### src/rtl/rf_wb_arbiter.sv
// rtl/rf_wb_arbiter.sv - register-file write-port arbiter: core writeback vs buffered long-latency results
//
// Ports:
//   clk, rst_n                  clock, asynchronous active-low reset
//   p_we, p_rd, p_wd            primary (core writeback) request, no handshake
//   s_valid, s_ready            secondary result handshake (s_ready = FIFO not full)
//   s_rd, s_wd                  secondary destination register and data
//   rf_we3, rf_a3, rf_wd3       register file write port
//   stall                       core must hold state and re-present its primary request
//   pend_mask                   one bit per register targeted by a live buffered result
//   fifo_count                  entries currently held in the FIFO
module rf_wb_arbiter #(
  parameter int DEPTH      = 2,
  parameter int STARVE_MAX = 4
) (
  input  logic        clk,
  input  logic        rst_n,
  input  logic        p_we,
  input  logic [4:0]  p_rd,
  input  logic [31:0] p_wd,
  input  logic        s_valid,
  output logic        s_ready,
  input  logic [4:0]  s_rd,
  input  logic [31:0] s_wd,
  output logic        rf_we3,
  output logic [4:0]  rf_a3,
  output logic [31:0] rf_wd3,
  output logic        stall,
  output logic [31:0] pend_mask,
  output logic [3:0]  fifo_count
);

  localparam int AW = $clog2(DEPTH);
  localparam logic [AW:0] PTR_ONE = 1;

  logic [AW:0]      wr_ptr, rd_ptr, count;
  logic [AW-1:0]    wr_idx, rd_idx;
  logic [4:0]       rd_q [DEPTH];
  logic [31:0]      wd_q [DEPTH];
  logic [DEPTH-1:0] valid_q, kill_q;
  logic [3:0]       starve_cnt;

  logic head_exists, live_head, drop_head;
  logic force_drain, prim_grant, sec_grant;
  logic push, pop;

  assign wr_idx = wr_ptr[AW-1:0];
  assign rd_idx = rd_ptr[AW-1:0];
  // Extra pointer bit: count reaches DEPTH (MSB set) only when full.
  assign count  = wr_ptr - rd_ptr;

  assign head_exists = valid_q[rd_idx];
  assign live_head   = head_exists && !kill_q[rd_idx];
  // A killed head leaves silently without touching the write port.
  assign drop_head   = head_exists && kill_q[rd_idx];

  assign force_drain = live_head && (starve_cnt == 4'(STARVE_MAX));
  assign prim_grant  = !force_drain && p_we && (p_rd != 5'd0);
  assign sec_grant   = !force_drain && !prim_grant && live_head;

  assign pop     = force_drain || sec_grant || drop_head;
  // Readiness depends on registered occupancy only; forced low during reset.
  assign s_ready = rst_n && !count[AW];
  assign push    = s_valid && s_ready;

  assign fifo_count = 4'(count);

  always_ff @(posedge clk or negedge rst_n) begin
    if (!rst_n) begin
      wr_ptr     <= '0;
      rd_ptr     <= '0;
      valid_q    <= '0;
      kill_q     <= '0;
      starve_cnt <= '0;
    end else begin
      // A granted primary write is younger than anything buffered: kill WAW victims.
      for (int i = 0; i < DEPTH; i++) begin
        if (prim_grant && rd_q[i] == p_rd) kill_q[i] <= 1'b1;
      end
      if (pop) begin
        valid_q[rd_idx] <= 1'b0;
        rd_ptr          <= rd_ptr + PTR_ONE;
      end
      if (push) begin
        valid_q[wr_idx] <= 1'b1;
        kill_q[wr_idx]  <= (s_rd == 5'd0) || (prim_grant && s_rd == p_rd);
        wr_ptr          <= wr_ptr + PTR_ONE;
      end
      if (live_head && !pop) begin
        if (starve_cnt != 4'(STARVE_MAX)) starve_cnt <= starve_cnt + 4'd1;
      end else begin
        starve_cnt <= '0;
      end
    end
  end

  // Payload storage needs no reset; valid_q qualifies every slot.
  always_ff @(posedge clk) begin
    if (push) begin
      rd_q[wr_idx] <= s_rd;
      wd_q[wr_idx] <= s_wd;
    end
  end

  always_comb begin
    rf_we3 = 1'b0;
    rf_a3  = 5'd0;
    rf_wd3 = 32'd0;
    stall  = 1'b0;
    if (rst_n) begin
      if (force_drain || sec_grant) begin
        rf_we3 = 1'b1;
        rf_a3  = rd_q[rd_idx];
        rf_wd3 = wd_q[rd_idx];
        stall  = force_drain;
      end else if (prim_grant) begin
        rf_we3 = 1'b1;
        rf_a3  = p_rd;
        rf_wd3 = p_wd;
      end
    end
  end

  always_comb begin
    pend_mask = '0;
    for (int i = 0; i < DEPTH; i++) begin
      if (valid_q[i] && !kill_q[i]) pend_mask[rd_q[i]] = 1'b1;
    end
  end

endmodule

### config.mk
export PLATFORM = sky130hd
export DESIGN_NAME = rf_wb_arbiter
export DESIGN_NICKNAME = d
export VERILOG_FILES = /design/src/rtl/rf_wb_arbiter.sv
export SDC_FILE = /design/constraint.sdc
export NUM_CORES = 1
export LEC_CHECK = 0
export ABC_AREA = 0
export CAP_MARGIN = 0
export CORE_MARGIN = 2
export CORE_UTILIZATION = 45
export CTS_BUF_LIST = sky130_fd_sc_hd__clkbuf_16
export CTS_CLUSTER_DIAMETER = 100
export CTS_CLUSTER_SIZE = 40
export DETAILED_ROUTE_END_ITERATION = 10
export HOLD_SLACK_MARGIN = 0.12
export PLACE_DENSITY = 0.79
export SLEW_MARGIN = 20
export SYNTH_ARGS = -nofsm -noshare
export SYNTH_HDL_FRONTEND = slang
export SYNTH_SLANG_ARGS = --single-unit
### constraint.sdc
create_clock -name clk -period 8.1 [get_ports clk]
set_input_delay 1.62 -clock clk [delete_from_list [all_inputs] [get_ports clk]]
set_output_delay 1.62 -clock clk [all_outputs]
set_load 0.1 [all_outputs]
==> results.toml <==
[timing]
worst_slew_pin_slew_ns = 0.985
grt_setup_unrepaired = "no"
fmax_mhz = 144
timing.final.ws_setup_ns = 1.16
period_needed_ns = 6.94
fin_setup_tns_ns = 0
hold_violations = 0
fin_crit_sh_pct = 85.7
drv_slew = 0
setup_violations = 0
finClkSkew_ns = 0.00559
relSlewSlack_pct = 34.1

[grt]
grt_pass1_vias = 3365
grt.total_usage_pct = 20.6
grt_remaining_overflow = 0
grt_max_degree = 42
grt_pass1_wl_um = 17500
antenna_found_initial = 0

[clock_tree]
cts_setup_buffers = 0
cts_tree = "built"
cts_buffer_depth = 2
clock_tree.root_cell = "clkbuf_16"
cts_hold_buffers = 0
numCtsBuffers = 9
htree_levels = 3
clk_latency_ns = 0.33
cts_sinks = 86
clk_pin_slew_ns = 0.06
ctsResizeCount = 0

[final_layout]
fillers = 784
nets = 563
layout-drive-gt1-share_pct = 16.2
layout_common_cells = "128 x clkdlybuf4s50_1, 74 x edfxtp_1, 37 x mux2i_1, 32 x o22ai_1, 27 x buf_4"
final_core_util_pct = 64.8
antenna_cells = 0
final_common_cell = "clkdlybuf4s50_1"
syn_to_final_growth_pct = 40.5

[worst_setup_path]
worstSetupPathType = "in -> out"
worst_path_most_repeated_cell = "clkdlybuf4s50_1"
critical-path-slowest-cell = "clkdlybuf4s50_1"
crit_arrival_ns = 5.32
crit_path_max_fanout = 32
worstPathRequired_ns = 6.48
cp_top_family = "buffers and inverters"
critical_path.endpoint_type = "primary output"
cpPeakStageDelay_ns = 1.15
cp_cell_sequence = "clkdlybuf4s50_1 -> clkinv_1 -> or3_2 -> o2bb2ai_2 -> clkdlybuf4s50_1"
crit_buf_inv = 3
cp-start-kind = "input pin"

[drt]
wl_per_cell_um = 17.8
num_vias = 3442
drc = 0
wirelength_um = 11000
ant_nets = 0
drt-vias-per-instance = 5.55
drt_iter0_drc = 174
firstDrtPassIters = 4

[synthesis]
synth_edf_count = 74
synth_area_sq_um = 4490
synth_top_area_share_pct = 49.5
yosysWarnings = 0
synth-seq-cells = 86
synth_flop_cell = "edfxtp_1"
synthDistinctLibCells = 42
synth_top_area_cell = "edfxtp_1"
async_flop_share_pct = 14.0
avgSynthCellArea_sq_um = 13.2
ys_top_cells_by_area = "edfxtp_1 50%, mux2i_1 8.3%, dfrtp_1 6.7%"
syn_inst = 340
synth_seq_area_share_pct = 56.2

[status]
outcome = "complete, no violations"

[placed_design]
hpwl_um = 7810
pre_cts_ws_ns = 1.13
place.gp.congestion = 0.809
portBuffers = 151

[run]
maxCapViolations = 0

[die]
initial_core_util_pct = 46.1
top_level_ports = 154
die_w_um = 104
num_rows = 36
chipHeight_um = 104
die_area_sq_um = 10800
coreArea_sq_um = 9730

[power]
powerDensity_nw_per_um2 = 273
ir_drop_v = 0.000431
p_leak_uw = 0.00231

[worst_hold_path]
hold_path.class = "reg -> reg"
## cell usage after synthesis (2+ instances only)
master	number
o21ai_0	5
nand2b_1	2
clkbuf_1	14
buf_2	2
nand2_1	17
o22ai_1	32
ha_1	3
or3_1	5
nor4_1	4
nor3_1	2
nand3_1	8
a21o_1	2
buf_1	3
o2bb2ai_2	19
xor2_1	3
dfrtp_1	12
xnor2_1	17
o32a_1	2
buf_4	2
a21oi_1	2
inv_1	7
edfxtp_1	74
nand3b_1	8
o2bb2ai_1	12
o32a_2	5
or3b_2	4
buf_6	4
nor2_1	19
mux2i_1	37
o211ai_1	2
## state kept, by name, summed over array words and instances (netlist names)
name        flops
starve_cnt      4
wr_ptr          2
wd_q           64
rd_q           10
rd_ptr          2
kill_q          2
valid_q         2
## worst reg2reg max path: cells and delay by family, from the launching register on
kind,cells,cell delay [ns]
compound gates,1,0.19
buf+inv,2,1.05
flops,1,0.37
fa+ha+maj,1,0.32
xor+xnor,1,0.32
simple gates,2,0.27
## per-layer routing
| metal | vias to the layer above | wire [um] | track usage [%] |
|---|---|---|---|
| met4 | 0 | 313 | 9.85 |
| li1 | 1623 | - | - |
| met1 | 1653 | 4360 | 25.0 |
| met5 | - | 0 | 0 |
| met3 | 26 | 552 | 3.46 |
| met2 | 140 | 5820 | 35.5 |
## power by group
group	internal [uW]	leakage, uW	switching (uW)
registers	580	0.000821	55.4
clock network	208	0.000130	167
logic	212	0.00136	498
total	1000	0.00231	721
## area by class of cell
type	count	area (sq um)	share of cell area [%]
clock inverters	7	48.8	0.774
well taps	133	166	2.64
multi-input cells	222	1830	29.0
flip-flops and latches	86	2520	40.0
repair buffers	155	1480	23.5
clock buffers	9	225	3.57
inverters	8	30.0	0.476
## final timing paths
kind                                                   to                  start  slack [ns]  cells after the start
worst max-delay path                           rf_wd3[26]                  rst_n        1.16                      5
max in group asynchronous           rd_ptr[0]$_DFFE_PN0P_                  rst_n        5.96                      1
worst max register to register        kill_q[0]$_DFF_PN0_  rd_ptr[0]$_DFFE_PN0P_        5.46                      7
worst min-delay path                wr_ptr[1]$_DFFE_PN0P_  wr_ptr[1]$_DFFE_PN0P_        0.47                      1
min in group asynchronous       starve_cnt[2]$_DFFE_PN0P_                  rst_n        1.69                      1
worst min register to register      wr_ptr[1]$_DFFE_PN0P_  wr_ptr[1]$_DFFE_PN0P_        0.47                      1
## cells by family (layout without fill, tap and decap cells)
logic type | after synthesis | count (layout) | share of synthesized area, %
flip-flops | 86 | 86 | 56.2
multiplexers | 37 | 37 | 8.26
buffers and inverters | 33 | 179 | 3.65
adder cells (fa/ha/maj) | 3 | 3 | 0.837
AND/OR/NAND/NOR | 74 | 74 | 8.73
AO/OA/AOI/OAI | 85 | 85 | 17.8
XOR/XNOR | 21 | 21 | 4.44
other | 1 | 2 | 0.0836
## through the flow
step	hold WS, ns	power (uW)	std cells	instance area, sq um
after floorplan	0.443	1170	341	4490
after detailed placement	0.464	1360	604	6030
after global routing	0.504	1800	620	6300
after global placement	0.459	1340	604	6030
final	0.471	1720	620	6300
after CTS	0.475	1730	620	6300
(Power assumes the default switching activity.)
